==> config.mk <==
export PLATFORM = sky130hd
export DESIGN_NAME = lif_param_loader_multi
export DESIGN_NICKNAME = d
export VERILOG_FILES = /design/src/rtl/lif_param_loader_multi.sv
export SDC_FILE = /design/constraint.sdc
export NUM_CORES = 1
export LEC_CHECK = 0
export ABC_AREA = 1
export CAP_MARGIN = 10
export CORE_UTILIZATION = 45
export DETAILED_ROUTE_END_ITERATION = 12
export HOLD_SLACK_MARGIN = 0.02
export PLACE_DENSITY_LB_ADDON = 0.2
export SLEW_MARGIN = 20
export SYNTH_ARGS = -nofsm -noshare
export SYNTH_HDL_FRONTEND = slang
export SYNTH_SLANG_ARGS = --single-unit
==> constraint.sdc <==
create_clock -name clk -period 2.6 [get_ports clk]
set_clock_uncertainty 0.05 [all_clocks]
set_input_delay 0.26 -clock clk [delete_from_list [all_inputs] [get_ports clk]]
set_output_delay 0.26 -clock clk [all_outputs]
set_load 0.1 [all_outputs]
==> src/rtl/lif_param_loader_multi.sv <==
// Serial parameter loader for NUM_NEURONS LIF slots: shifts in an addressed frame, validates it, commits atomically.
// Optional even-parity trailer bit is enabled by defining LIF_LOADER_PARITY_EN.
module lif_param_loader_multi #(
  parameter int NUM_NEURONS = 4,
  parameter int ADDR_W      = 2,
  parameter int WEIGHT_W    = 3,
  parameter int LEAK_W      = 2,
  parameter int THR_W       = 8,
  parameter logic [WEIGHT_W-1:0] DEFAULT_WA   = 2,
  parameter logic [WEIGHT_W-1:0] DEFAULT_WB   = 2,
  parameter logic [LEAK_W-1:0]   DEFAULT_LEAK = 1,
  parameter logic [THR_W-1:0]    DEFAULT_TMIN = 30,
  parameter logic [THR_W-1:0]    DEFAULT_TMAX = 80
) (
  input  logic                            clk,
  input  logic                            reset,
  input  logic                            enable,
  input  logic                            serial_data_in,
  input  logic                            load_enable,
  output logic [NUM_NEURONS*WEIGHT_W-1:0] weight_a_flat,
  output logic [NUM_NEURONS*WEIGHT_W-1:0] weight_b_flat,
  output logic [NUM_NEURONS*LEAK_W-1:0]   leak_flat,
  output logic [NUM_NEURONS*THR_W-1:0]    thr_min_flat,
  output logic [NUM_NEURONS*THR_W-1:0]    thr_max_flat,
  output logic [NUM_NEURONS-1:0]          loaded,
  output logic                            busy,
  output logic                            commit_pulse,
  output logic                            frame_err,
  output logic [2:0]                      err_code
);

`ifdef LIF_LOADER_PARITY_EN
  localparam int PAR_W = 1;
`else
  localparam int PAR_W = 0;
`endif

  localparam int OFF_TMAX = PAR_W;
  localparam int OFF_TMIN = OFF_TMAX + THR_W;
  localparam int OFF_LEAK = OFF_TMIN + THR_W;
  localparam int OFF_WB   = OFF_LEAK + LEAK_W;
  localparam int OFF_WA   = OFF_WB + WEIGHT_W;
  localparam int OFF_ADDR = OFF_WA + WEIGHT_W;
  localparam int FRAME_W  = OFF_ADDR + ADDR_W;
  localparam int CNT_W    = $clog2(FRAME_W);
  localparam logic [CNT_W-1:0] LAST_BIT = CNT_W'(FRAME_W - 1);

  localparam logic [2:0] ERR_NONE   = 3'd0;
  localparam logic [2:0] ERR_ABORT  = 3'd1;
  localparam logic [2:0] ERR_ADDR   = 3'd2;
  localparam logic [2:0] ERR_THR    = 3'd3;
  localparam logic [2:0] ERR_PARITY = 3'd4;

  typedef enum logic [1:0] {IDLE, SHIFT, COMMIT, WAIT_LOW} state_t;

  state_t                 state;
  logic [CNT_W-1:0]       bit_cnt;
  logic                   load_enable_prev;
  logic                   commit_q;
  logic [FRAME_W-2:0]     shadow_p0;
  logic [FRAME_W-1:0]     frame_p0;
  logic                   frame_start;
  logic                   last_bit;
  logic                   shift_en;
  logic [2:0]             frame_chk;

  logic [ADDR_W-1:0]      f_addr;
  logic [WEIGHT_W-1:0]    f_wa;
  logic [WEIGHT_W-1:0]    f_wb;
  logic [LEAK_W-1:0]      f_leak;
  logic [THR_W-1:0]       f_tmin;
  logic [THR_W-1:0]       f_tmax;

  // Validation order matters: parity outranks address, address outranks threshold ordering.
  function automatic logic [2:0] check_frame(input logic [FRAME_W-1:0] f);
    logic [ADDR_W-1:0] a;
    logic [THR_W-1:0]  tmin;
    logic [THR_W-1:0]  tmax;
    a    = f[OFF_ADDR +: ADDR_W];
    tmin = f[OFF_TMIN +: THR_W];
    tmax = f[OFF_TMAX +: THR_W];
`ifdef LIF_LOADER_PARITY_EN
    if (^f) return ERR_PARITY;
`endif
    if (32'(a) >= 32'(NUM_NEURONS)) return ERR_ADDR;
    if (tmin > tmax) return ERR_THR;
    return ERR_NONE;
  endfunction

  // The final bit is combined with the shadow so validation and commit happen on the edge that samples it.
  assign frame_p0    = {shadow_p0, serial_data_in};
  assign f_addr      = frame_p0[OFF_ADDR +: ADDR_W];
  assign f_wa        = frame_p0[OFF_WA   +: WEIGHT_W];
  assign f_wb        = frame_p0[OFF_WB   +: WEIGHT_W];
  assign f_leak      = frame_p0[OFF_LEAK +: LEAK_W];
  assign f_tmin      = frame_p0[OFF_TMIN +: THR_W];
  assign f_tmax      = frame_p0[OFF_TMAX +: THR_W];
  assign frame_chk   = check_frame(frame_p0);

  assign frame_start = (state == IDLE) && load_enable && !load_enable_prev;
  assign last_bit    = (bit_cnt == LAST_BIT);
  assign shift_en    = frame_start || ((state == SHIFT) && load_enable && !last_bit);

  assign busy         = (state != IDLE);
  assign commit_pulse = commit_q & enable;

  always_ff @(posedge clk) begin
    if (enable && shift_en) begin
      shadow_p0 <= {shadow_p0[FRAME_W-3:0], serial_data_in};
    end
  end

  // Stage p1: control state, error reporting and slot commit.
  always_ff @(posedge clk) begin
    if (reset) begin
      state            <= IDLE;
      bit_cnt          <= '0;
      load_enable_prev <= 1'b0;
      commit_q         <= 1'b0;
      frame_err        <= 1'b0;
      err_code         <= ERR_NONE;
      loaded           <= '0;
      for (int i = 0; i < NUM_NEURONS; i++) begin
        weight_a_flat[i*WEIGHT_W +: WEIGHT_W] <= DEFAULT_WA;
        weight_b_flat[i*WEIGHT_W +: WEIGHT_W] <= DEFAULT_WB;
        leak_flat[i*LEAK_W +: LEAK_W]         <= DEFAULT_LEAK;
        thr_min_flat[i*THR_W +: THR_W]        <= DEFAULT_TMIN;
        thr_max_flat[i*THR_W +: THR_W]        <= DEFAULT_TMAX;
      end
    end else if (enable) begin
      load_enable_prev <= load_enable;
      commit_q         <= 1'b0;
      case (state)
        IDLE: begin
          if (frame_start) begin
            bit_cnt   <= CNT_W'(1);
            frame_err <= 1'b0;
            err_code  <= ERR_NONE;
            state     <= SHIFT;
          end
        end
        SHIFT: begin
          if (!load_enable) begin
            frame_err <= 1'b1;
            err_code  <= ERR_ABORT;
            state     <= IDLE;
          end else if (last_bit) begin
            state <= COMMIT;
            if (frame_chk != ERR_NONE) begin
              frame_err <= 1'b1;
              err_code  <= frame_chk;
            end else begin
              commit_q <= 1'b1;
              for (int i = 0; i < NUM_NEURONS; i++) begin
                if (f_addr == ADDR_W'(i)) begin
                  loaded[i]                             <= 1'b1;
                  weight_a_flat[i*WEIGHT_W +: WEIGHT_W] <= f_wa;
                  weight_b_flat[i*WEIGHT_W +: WEIGHT_W] <= f_wb;
                  leak_flat[i*LEAK_W +: LEAK_W]         <= f_leak;
                  thr_min_flat[i*THR_W +: THR_W]        <= f_tmin;
                  thr_max_flat[i*THR_W +: THR_W]        <= f_tmax;
                end
              end
            end
          end else begin
            bit_cnt <= bit_cnt + CNT_W'(1);
          end
        end
        COMMIT: begin
          state <= load_enable ? WAIT_LOW : IDLE;
        end
        WAIT_LOW: begin
          if (!load_enable) state <= IDLE;
        end
        default: state <= IDLE;
      endcase
    end
  end

endmodule

==> metrics.cfg <==
[synth]
synth_cells = 801
ys.flop_type = dfxtp_1
synth_top_area_share_pct = 37.0
ys_ff_latch = 137
postSynth.asyncResetShare_pct = 0
mappedNetlistArea_mm2 = 0.00606
ys_warn_count = 0
syn-num-nets = 816
syn_avg_cell_area_um2 = 7.56
synth_area_leaders = dfxtp_1 (37%), edfxtp_1 (12%), nand2_1 (12%)
yosysTopAreaCell = dfxtp_1
yosys.cell_types.count = 27
yosysSeqAreaShare_pct = 49.4
synth_edf_count = 25

[timing]
setup_viol_count_final = 0
drv_slew = 0
fin_crit_ns = 2.23
finalCritPeriodShare_pct = 85.6
finalSetupTns_ns = 0
hold_viol = 0
fin_ws_ns = 0.373
grt_setup_unrepaired = no
clock.fmax_ghz = 0.449

[clocking]
clock_sinks = 137
cts_tree = yes
root_buffer = clkbuf_16
clockBufferDepth = 2
cts_resized = 0
cts_hold_buf = 0
post_cts_buffers = 0
h-tree-depth = 4
path_clk_slew_ns = 0.06
numCtsBuffers = 17
clk_latency_ns = 0.42

[cells_and_area]
layoutNonFillerInstCount = 1089
final_common_cell = nand2_1
n_antenna_cell = 0
fin_util_pct = 58.1
drive_gt1_share_pct = 18.6
fin_nets = 915
layout_common_cells = nand2_1 (188), inv_1 (158), buf_4 (122)
syn_to_final_growth_pct = 26.6

[route]
dr.pass1.iters = 6
wl_met3_um = 785
viasPerCell = 4.86
drt-initial-drc-count = 456
ant_nets = 0
topRoutingLayerUsed = met4
postRouteWirelength_um = 14800
drc_errors = 0
routedWlPerCell_um = 13.5
dr_wl_met2_um = 6710
vias = 5292
drt-met1-wl_um = 7070

[grt]
grt_max_degree = 71
grt_pass1_vias = 4623
grt_first_pass_wirelength_um = 23800
grt_antenna_before_repair = 0
track_usage_pct = 21.8
gr-total-overflow = 0

[worst_setup_path]
end_kind = register
cp.required_ns = 2.90
r2r_slack_ns = 0.37
critPathMaxFanout = 25
startpoint_type = register
critical_path_class = register to register
critPathArrivalTime_ns = 2.53

[min_path]
hp-class = register to register

[job]
max-cap-violations = 0

[floorplanning]
die_area_mm2 = 0.0139
die_h_um = 118
die_x_um = 118
rows = 42
io_pins = 111
initial_utilization_pct = 45.9
core_mm2 = 0.0132

[status]
run_status = completed

[placed_design]
gp_congestion = 0.817
place_hpwl_um = 9590
portBuffers = 109
dp_cells = 1057
post-place-ws_ns = 0.364

[power_and_ir_drop]
p_leak_uw = 0.00367
ir_drop_uv = 413
power_density_mw_per_mm2 = 664

-- sequential cells by signal, summed over array words and instances (netlist names) --
register and count:
weight_a_flat 12, err_code 2, shadow_p0 25, state 2
load_enable_prev 1, commit_q 1, frame_err 1, thr_max_flat 32
thr_min_flat 32, loaded 4, weight_b_flat 12, leak_flat 8
bit_cnt 5
-- power breakdown --
group	total, uW	switching [uW]	leakage (uW)	internal, uW
registers	2260	43.5	0.00114	2210
clock network	2390	900	0.000285	1490
logic	439	323	0.00225	116
total	5090	1270	0.00367	3820
-- path summary, 6_finish.rpt --
kind	endpoint	start	cells after the start
setup / recovery	thr_max_flat[7]	shadow_p0[5]	10
hold / removal	shadow_p0[8]	shadow_p0[7]	0
setup reg to reg	thr_max_flat[7]	shadow_p0[5]	10
hold reg to reg	shadow_p0[8]	shadow_p0[7]	0
-- metal layers --
layer / up-vias / global-route usage, %
li1: 2730 / -
met1: 2391 / 30.2
met2: 158 / 33.5
met3: 13 / 4.51
met4: 0 / 7.77
met5: - / 0
-- cell usage after synthesis (3+ instances only) --
cell      instances
o21ai_0           6
nand3_4           3
buf_6             3
nand3_1          46
clkbuf_1         11
nand2_1         188
buf_4             7
nor2_1           76
nand4_1          98
ha_1             10
buf_2            22
dfxtp_1         112
a21oi_1          12
inv_1           158
inv_2             4
edfxtp_1         25
buf_1             8
-- stage by stage --
stage / area (um^2) / power [uW] / hold slack (ns)
2_1_floorplan: 6060 / 2610 / 0.288
3_3_place_gp: 7080 / 2730 / 0.381
3_5_place_dp: 7080 / 2730 / 0.390
5_1_grt: 7670 / 5270 / 0.402
4_1_cts: 7670 / 5120 / 0.397
6_report: 7670 / 5090 / 0.400
-- area by class of cell --
| cell class | instances | area [um^2] |
|---|---|---|
| Timing Repair Buffer | 131 | 1060 |
| Multi-Input combinational cell | 451 | 2210 |
| Clock inverter | 14 | 154 |
| Tap cell | 176 | 220 |
| Inverter | 162 | 608 |
| Sequential cell | 137 | 2990 |
| Fill cell | 1237 | 5520 |
| Clock buffer | 18 | 429 |
-- kinds of logic (layout without fill, tap and decap cells) --
kind of cell / count (synthesis) / in the layout / synth area share (%)
and+or+nand+nor: 416 / 416 / 31.7
AOI/OAI and AO/OA: 23 / 23 / 2.11
xor gates and xnor gates: 1 / 1 / 0.145
DFF: 137 / 137 / 49.4
buffers and inverters: 213 / 325 / 14.5
other: 1 / 1 / 0.0619
adders and majority gates: 10 / 10 / 2.07
-- critical path, cell delays in order (launching register included) --
cell,delay (ns)
edfxtp_1,0.49
inv_1,0.08
ha_1,0.27
nand2_1,0.06
nor2_1,0.16
nand4_1,0.18
nand2_4,0.23
nand3_4,0.33
nand2_1,0.16
inv_1,0.06
nor2_1,0.09
No activity file was read; power rests on OpenSTA's default activity.
